$ cat config.mk
export PLATFORM = sky130hd
export DESIGN_NAME = branch_resolve_unit_flat
export DESIGN_NICKNAME = d
export VERILOG_FILES = /design/src/rtl/branch_resolve_unit_pkg.sv /design/src/rtl/branch_resolve_unit_if.sv /design/src/rtl/branch_resolve_unit_fifo.sv /design/src/rtl/branch_resolve_unit.sv /design/src/flat_wrapper.sv
export SDC_FILE = /design/constraint.sdc
export NUM_CORES = 1
export LEC_CHECK = 0
export ABC_AREA = 1
export BUFFER_PORTS_ARGS = -buffer_cell sky130_fd_sc_hd__buf_4
export CAP_MARGIN = 10
export CORE_ASPECT_RATIO = 2
export CORE_MARGIN = 10
export CORE_UTILIZATION = 43
export DETAILED_ROUTE_END_ITERATION = 10
export PLACE_DENSITY_LB_ADDON = 0.25
export SLEW_MARGIN = 5
export SYNTH_ARGS = -nofsm -noshare
export SYNTH_HDL_FRONTEND = slang
export SYNTH_SLANG_ARGS = --single-unit
$ cat constraint.sdc
create_clock -name clk -period 5.5 [get_ports clk]
set_input_delay 0.275 -clock clk [delete_from_list [all_inputs] [get_ports clk]]
set_output_delay 0.275 -clock clk [all_outputs]
set_load 0.05 [all_outputs]
$ cat src/rtl/branch_resolve_unit_pkg.sv
`default_nettype none
// ============================================================================
// Module   : branch_resolve_unit_pkg
// Purpose  : Shared types for the branch resolve unit: 2-bit counter states,
//            FSM encoding and the saturating-counter next-state function.
// Revision : 1.0 - initial release
// ============================================================================
package branch_resolve_unit_pkg;

    // 2-bit direction counter encodings
    localparam logic [1:0] SNT = 2'b00;
    localparam logic [1:0] WNT = 2'b01;
    localparam logic [1:0] WT  = 2'b10;
    localparam logic [1:0] ST  = 2'b11;

    typedef enum logic [0:0] {
        FSM_RUN   = 1'b0,
        FSM_FLUSH = 1'b1
    } fsm_state_t;

    // Counter update. A taken outcome from WNT jumps straight to ST.
    function automatic logic [1:0] ctr_next(input logic [1:0] cur, input logic taken);
        logic [1:0] nxt;
        nxt = cur;
        if (taken) begin
            case (cur)
                SNT:     nxt = WNT;
                default: nxt = ST;
            endcase
        end else begin
            case (cur)
                ST:      nxt = WT;
                default: nxt = SNT;
            endcase
        end
        return nxt;
    endfunction

endpackage
`default_nettype wire

$ cat src/rtl/branch_resolve_unit_if.sv
`default_nettype none
// ============================================================================
// Module   : branch_resolve_unit_if
// Purpose  : Push (IF side), resolve (EX side) and update/redirect bundle of
//            the branch resolve unit. master = environment, slave = unit.
// Revision : 1.0 - initial release
// ============================================================================
interface branch_resolve_unit_if #(
    parameter int XLEN  = 32,
    parameter int IDX_W = 5,
    parameter int OCC_W = 3
);
    logic             push_valid;
    logic             push_ready;
    logic [XLEN-1:0]  push_pc;
    logic [1:0]       push_state;
    logic             push_pred;
    logic [XLEN-1:0]  push_target;

    logic             res_valid;
    logic             res_taken;
    logic [XLEN-1:0]  res_target;

    logic             redirect_valid;
    logic [XLEN-1:0]  redirect_pc;
    logic             upd_valid;
    logic [IDX_W-1:0] upd_index;
    logic [XLEN-1:0]  upd_target;
    logic [1:0]       upd_state;
    logic             upd_pred;
    logic [OCC_W-1:0] occupancy;
    logic             err_underflow;

    modport master (
        output push_valid, push_pc, push_state, push_pred, push_target,
        output res_valid, res_taken, res_target,
        input  push_ready, redirect_valid, redirect_pc,
        input  upd_valid, upd_index, upd_target, upd_state, upd_pred,
        input  occupancy, err_underflow
    );

    modport slave (
        input  push_valid, push_pc, push_state, push_pred, push_target,
        input  res_valid, res_taken, res_target,
        output push_ready, redirect_valid, redirect_pc,
        output upd_valid, upd_index, upd_target, upd_state, upd_pred,
        output occupancy, err_underflow
    );
endinterface
`default_nettype wire

$ cat src/rtl/branch_resolve_unit_fifo.sv
`default_nettype none
// ============================================================================
// Module   : bp_inflight_fifo
// Purpose  : In-order queue of predicted branches awaiting resolution, with a
//            synchronous clear that empties it and rewinds both pointers.
// Revision : 1.0 - initial release
// ============================================================================
module bp_inflight_fifo #(
    parameter int DEPTH = 4,
    parameter int WIDTH = 67,
    parameter int OCC_W = $clog2(DEPTH + 1)
) (
    input  wire logic             clk,
    input  wire logic             rst_n,
    input  wire logic             push,
    input  wire logic             pop,
    input  wire logic             clear,
    input  wire logic [WIDTH-1:0] wr_data,
    output logic      [WIDTH-1:0] rd_data,
    output logic      [OCC_W-1:0] occupancy,
    output logic                  empty,
    output logic                  full
);
    localparam int PTR_W = $clog2(DEPTH);

    logic [WIDTH-1:0] r_mem [DEPTH];
    logic [PTR_W-1:0] r_head;
    logic [PTR_W-1:0] r_tail;
    logic [OCC_W-1:0] r_occ;

    // Entry storage; contents are don't-care until written, so no reset.
    always_ff @(posedge clk) begin
        if (push) begin
            r_mem[r_tail] <= wr_data;
        end
    end

    // Pointers and occupancy; clear wins over any push/pop in the same cycle.
    always_ff @(posedge clk or negedge rst_n) begin
        if (!rst_n) begin
            r_head <= '0;
            r_tail <= '0;
            r_occ  <= '0;
        end else if (clear) begin
            r_head <= '0;
            r_tail <= '0;
            r_occ  <= '0;
        end else begin
            if (push) r_tail <= PTR_W'(r_tail + 1'b1);
            if (pop)  r_head <= PTR_W'(r_head + 1'b1);
            case ({push, pop})
                2'b10:   r_occ <= OCC_W'(r_occ + 1'b1);
                2'b01:   r_occ <= OCC_W'(r_occ - 1'b1);
                default: r_occ <= r_occ;
            endcase
        end
    end

    assign rd_data   = r_mem[r_head];
    assign occupancy = r_occ;
    assign empty     = (r_occ == '0);
    assign full      = (r_occ == OCC_W'(DEPTH));
endmodule
`default_nettype wire

$ cat src/rtl/branch_resolve_unit.sv
`default_nettype none
// ============================================================================
// Module   : branch_resolve_unit
// Purpose  : Resolves the oldest in-flight predicted branch: detects
//            mispredicts, redirects fetch, flushes wrong-path entries and
//            emits the BTB update record one cycle after resolution.
// Revision : 1.0 - initial release
// ============================================================================
module branch_resolve_unit
    import branch_resolve_unit_pkg::*;
#(
    parameter int DEPTH = 4,
    parameter int IDX_W = 5,
    parameter int XLEN  = 32
) (
    input  wire logic      clk,
    input  wire logic      rst_n,
    branch_resolve_unit_if.slave bus
);
    localparam int OCC_W   = $clog2(DEPTH + 1);
    localparam int ENTRY_W = 2 * XLEN + 3;

    fsm_state_t       r_state;
    fsm_state_t       w_state_nxt;
    logic [ENTRY_W-1:0] w_head;
    logic [XLEN-1:0]  w_head_pc;
    logic [1:0]       w_head_state;
    logic             w_head_pred;
    logic [XLEN-1:0]  w_head_target;
    logic [OCC_W-1:0] w_occ;
    logic             w_empty;
    logic             w_full;
    logic             w_push_ready;
    logic             w_res_fire;
    logic             w_mispred;
    logic             w_push_fire;
    logic             w_underflow;

    assign {w_head_pc, w_head_state, w_head_pred, w_head_target} = w_head;

    bp_inflight_fifo #(
        .DEPTH (DEPTH),
        .WIDTH (ENTRY_W),
        .OCC_W (OCC_W)
    ) u_fifo (
        .clk       (clk),
        .rst_n     (rst_n),
        .push      (w_push_fire),
        .pop       (w_res_fire),
        .clear     (w_mispred),
        .wr_data   ({bus.push_pc, bus.push_state, bus.push_pred, bus.push_target}),
        .rd_data   (w_head),
        .occupancy (w_occ),
        .empty     (w_empty),
        .full      (w_full)
    );

    // Resolve/push qualification and FSM next state.
    always_comb begin
        w_state_nxt  = r_state;
        w_push_ready = (r_state == FSM_RUN) && !w_full;
        w_res_fire   = bus.res_valid && (r_state == FSM_RUN) && !w_empty;
        w_underflow  = bus.res_valid && (r_state == FSM_RUN) && w_empty;
        w_mispred    = w_res_fire &&
                       ((bus.res_taken != w_head_pred) ||
                        (bus.res_taken && (bus.res_target != w_head_target)));
        // A push arriving with a mispredict is wrong-path and is dropped.
        w_push_fire  = bus.push_valid && w_push_ready && !w_mispred;
        case (r_state)
            FSM_RUN:   if (w_mispred) w_state_nxt = FSM_FLUSH;
            FSM_FLUSH: w_state_nxt = FSM_RUN;
            default:   w_state_nxt = FSM_RUN;
        endcase
    end

    // FSM state register.
    always_ff @(posedge clk or negedge rst_n) begin
        if (!rst_n) r_state <= FSM_RUN;
        else        r_state <= w_state_nxt;
    end

    // Registered update/redirect record and sticky underflow flag.
    always_ff @(posedge clk or negedge rst_n) begin
        if (!rst_n) begin
            bus.upd_valid      <= 1'b0;
            bus.upd_index      <= '0;
            bus.upd_target     <= '0;
            bus.upd_state      <= SNT;
            bus.upd_pred       <= 1'b0;
            bus.redirect_valid <= 1'b0;
            bus.redirect_pc    <= '0;
            bus.err_underflow  <= 1'b0;
        end else begin
            bus.upd_valid      <= w_res_fire;
            bus.redirect_valid <= w_mispred;
            if (w_underflow) bus.err_underflow <= 1'b1;
            if (w_res_fire) begin
                bus.upd_index  <= w_head_pc[IDX_W+1:2];
                bus.upd_target <= bus.res_taken ? bus.res_target : w_head_target;
                bus.upd_state  <= ctr_next(w_head_state, bus.res_taken);
                bus.upd_pred   <= ctr_next(w_head_state, bus.res_taken) >= WT;
            end
            if (w_mispred) begin
                bus.redirect_pc <= bus.res_taken ? bus.res_target
                                                 : XLEN'(w_head_pc + XLEN'(4));
            end
        end
    end

    assign bus.push_ready = w_push_ready;
    assign bus.occupancy  = w_occ;
endmodule
`default_nettype wire

$ cat src/flat_wrapper.sv
// flat-port wrapper written by rule: the top's interface ports become plain ports
module branch_resolve_unit_flat import branch_resolve_unit_pkg::*;
#(
    parameter int DEPTH = 4,
    parameter int IDX_W = 5,
    parameter int XLEN  = 32
)
  (clk, rst_n, bus_push_valid, bus_push_pc, bus_push_state, bus_push_pred, bus_push_target, bus_res_valid, bus_res_taken, bus_res_target, bus_push_ready, bus_redirect_valid, bus_redirect_pc, bus_upd_valid, bus_upd_index, bus_upd_target, bus_upd_state, bus_upd_pred, bus_occupancy, bus_err_underflow);
  branch_resolve_unit_if #(.XLEN(XLEN), .IDX_W(IDX_W), .OCC_W(3)) bus_i ();
  input  wire logic clk;
  input  wire logic rst_n;
  input wire logic [$bits(bus_i.push_valid)-1:0] bus_push_valid;
  input wire logic [$bits(bus_i.push_pc)-1:0] bus_push_pc;
  input wire logic [$bits(bus_i.push_state)-1:0] bus_push_state;
  input wire logic [$bits(bus_i.push_pred)-1:0] bus_push_pred;
  input wire logic [$bits(bus_i.push_target)-1:0] bus_push_target;
  input wire logic [$bits(bus_i.res_valid)-1:0] bus_res_valid;
  input wire logic [$bits(bus_i.res_taken)-1:0] bus_res_taken;
  input wire logic [$bits(bus_i.res_target)-1:0] bus_res_target;
  output wire logic [$bits(bus_i.push_ready)-1:0] bus_push_ready;
  output wire logic [$bits(bus_i.redirect_valid)-1:0] bus_redirect_valid;
  output wire logic [$bits(bus_i.redirect_pc)-1:0] bus_redirect_pc;
  output wire logic [$bits(bus_i.upd_valid)-1:0] bus_upd_valid;
  output wire logic [$bits(bus_i.upd_index)-1:0] bus_upd_index;
  output wire logic [$bits(bus_i.upd_target)-1:0] bus_upd_target;
  output wire logic [$bits(bus_i.upd_state)-1:0] bus_upd_state;
  output wire logic [$bits(bus_i.upd_pred)-1:0] bus_upd_pred;
  output wire logic [$bits(bus_i.occupancy)-1:0] bus_occupancy;
  output wire logic [$bits(bus_i.err_underflow)-1:0] bus_err_underflow;
  assign bus_i.push_valid = bus_push_valid;
  assign bus_i.push_pc = bus_push_pc;
  assign bus_i.push_state = bus_push_state;
  assign bus_i.push_pred = bus_push_pred;
  assign bus_i.push_target = bus_push_target;
  assign bus_i.res_valid = bus_res_valid;
  assign bus_i.res_taken = bus_res_taken;
  assign bus_i.res_target = bus_res_target;
  assign bus_push_ready = bus_i.push_ready;
  assign bus_redirect_valid = bus_i.redirect_valid;
  assign bus_redirect_pc = bus_i.redirect_pc;
  assign bus_upd_valid = bus_i.upd_valid;
  assign bus_upd_index = bus_i.upd_index;
  assign bus_upd_target = bus_i.upd_target;
  assign bus_upd_state = bus_i.upd_state;
  assign bus_upd_pred = bus_i.upd_pred;
  assign bus_occupancy = bus_i.occupancy;
  assign bus_err_underflow = bus_i.err_underflow;
  branch_resolve_unit #(.DEPTH(DEPTH), .IDX_W(IDX_W), .XLEN(XLEN)) u_core (.clk(clk), .rst_n(rst_n), .bus(bus_i));
endmodule
==> metrics <==
status completed; largest net degree at the start of global routing 76; clk_lat worst skew 0.57 ns; Routed Antenna Nets 0; drt pass-1 iters 6; Post-CTS Setup Bufs 0; P&R area growth vs syn 22.4%; count of different cell masters after synthesis 43; Crit Path Max Fanout 58; crit start category register; Crit path arrival time 4.42 ns; Finished Cell Area 18500 um2; slowest stage delay, CP 0.86 ns; most frequent cells after synthesis nand2_1, edfxtp_1, nand3_1; maximum clock frequency 238 MHz; Row Count 97; Syn Inst Count 1409; worst hold margin 0.0274 ns; fin nets 1753; number of setup violations in the final report 0; H-tree Lvls 1; P_leak 7.48 nW; Initial Utilization 43.3%; EDFF count, synth 268; vias in the first global route 11400; Synth top area share 53.1%; Req. time, crit path 5.72 ns; post-CTS sizing 0; total gr overflow 0; VDD IR max 0.380 mV; Syn. warnings 0; DRC Markers 0; most frequent cell after synthesis nand2_1; worst setup slack after placement 1.30 ns; slowest CP cell dfrtp_4; Global Route Usage Sum 20.1%; max cap viols 0; Post-Syn Area 15100 um2; DP Wirelength 31700 um; Setup TNS Final 0 ns; final RePlAce weighted congestion 0.907; Setup WS post-layout 1.31 ns; top cells by area, synth edfxtp_1, dfrtp_1, nand2_1, nand3_1, nor2_1; CTS tree yes; fin crit share 76.3%; Via Count 11300; syn avg cell area 10.7 um2; WL final 45500 um; initial antenna violation count 1; PD cells 571 nW/um2; Synth async-reset ratio 23.4%; CP Cell Sequence buf_4, nand2_1, nand3_1, nand2_1, nand2_1, nand2_1, nor2_1, nand2_1, nor2_1, nand3_1, o21bai_4, nand2_2, nor2_4, buf_12; Crit Path Class reg -> reg; reg2reg path depth 14; post-layout min period 4.19 ns; clk buf depth 3; clock root buffer clkbuf_16; clock sinks 350; I/O Buffers 182; endpoints failing hold 0; Synth Register Bits 350; post-synth top area cell edfxtp_1; fraction of layout cells with a size suffix above 1 16.5%; Min-Delay Path Depth 3; placed cell area 16800 um2; Via-to-Cell Ratio 5.36; sequential share of the synthesized area 66.7%; Clk pin slew, worst setup/hold paths 0.07 ns; Die W 153 um; Core Util, Final 53.0%; die area 43600 um2; cts bufs inserted 30; Ports 183; CP most frequent cell nand2_1; Clock Skew 0.0188 ns; first-pass GRT wire length 68500 um; post-cts hold buffer count 75; Core Footprint 35000 um2; RSZ-0062 raised after global routing false; Initial DRC Count 856; CP endpoint kind register; die height 285 um; HP Class in -> reg; wire length per cell 21.5 um; Slew Viols, Final 0; Slew @ Worst Pin 0.837 ns; Rel. slew slack 44.2%; Syn Nets 1519; Synth Flop Type edfxtp_1
layer usage:
layer	vias up	routed length [um]	track usage (%)	share of wire, %
met5	-	0	0	0
met4	0	1710	8.19	3.8
li1	5320	-	-	-
met1	5542	16300	21.7	36
met3	79	2130	2.10	4.7
met2	391	25300	38.5	56
critical path: cells and delay by family, from the launching register on:
family	cells	cell delay, ns
compound gates	1	0.31
simple gates	11	1.69
flops	1	0.86
buf+inv	2	0.93
metrics by stage:
step / std cells / total power [mW]
global placement: 1981 / 8.51
finish: 2113 / 10.6
CTS: 2112 / 10.7
detailed placement: 1981 / 8.57
floorplan: 1409 / 7.09
global route: 2113 / 11.2
cells in the final DEF, fill, tap and decap left out, types with 20 or more instances in the layout:
master | netlist | layout
inv_1 | 43 | 43
edfxtp_1 | 268 | 268
nand2_1 | 503 | 502
o221ai_1 | 29 | 29
dlygate4sd3_1 | 0 | 75
dfrtp_1 | 82 | 80
clkbuf_16 | 0 | 31
nor2_1 | 98 | 94
nand3_1 | 143 | 143
a31oi_1 | 29 | 29
o21ai_0 | 20 | 20
buf_4 | 19 | 192
nand3b_1 | 21 | 21
kinds of logic after synthesis:
family | Yosys count | synth area share [%]
AO/OA/AOI/OAI | 111 | 5.11
XOR/XNOR | 26 | 1.50
adder cells (fa/ha/maj) | 7 | 0.611
buffers and inverters | 120 | 4.19
flip-flops | 350 | 66.7
AND/OR/NAND/NOR | 795 | 21.9
final cells by class:
type                            instances  area, um2
Antenna cell                            1       2.50
Clock buffer                           34        797
Clock inverter                         22        165
Fill cell                            3096      16400
Inverter                               51        201
Multi-Input combinational cell        939       4440
Sequential cell                       350      10100
Tap cell                              445        557
Timing Repair Buffer                  271       2270
report_power, final:
group	internal [mW]	total [mW]	leakage, nW	switching, mW
registers	3.49	3.85	3.41	0.363
clock network	1.10	2.06	0.472	0.963
logic	1.31	4.69	3.59	3.38
total	5.89	10.6	7.48	4.70
sequential cells by signal, indices dropped and copies added (netlist names):
| name | count |
|---|---|
| u_core.u_fifo.occupancy | 3 |
| u_core.bus.upd_target | 32 |
| u_core.r_state | 1 |
| u_core.bus.err_underflow | 1 |
| u_core.bus.redirect_pc | 32 |
| u_core.bus.upd_index | 5 |
| u_core.bus.upd_pred | 1 |
| u_core.u_fifo.r_mem | 268 |
| u_core.bus.redirect_valid | 1 |
| u_core.bus.upd_valid | 1 |
| u_core.bus.upd_state | 1 |
| u_core.u_fifo.r_tail | 2 |
| u_core.u_fifo.r_head | 2 |
path summary, 6_finish.rpt:
path	from	end	slack, ns
setup / recovery	u_core.u_fifo.r_head[0]	u_core.u_fifo.r_mem[2][49]	1.31
hold / removal	bus_res_target[4]	u_core.bus.redirect_pc[4]	0.03
setup reg to reg	u_core.u_fifo.r_head[0]	u_core.u_fifo.r_mem[2][49]	1.31
hold reg to reg	u_core.bus.err_underflow	u_core.bus.err_underflow	0.47
max in group asynchronous	rst_n	u_core.bus.upd_index[0]	4.15
min in group asynchronous	rst_n	u_core.bus.upd_state[0]	0.21
(Power assumes the default switching activity.)
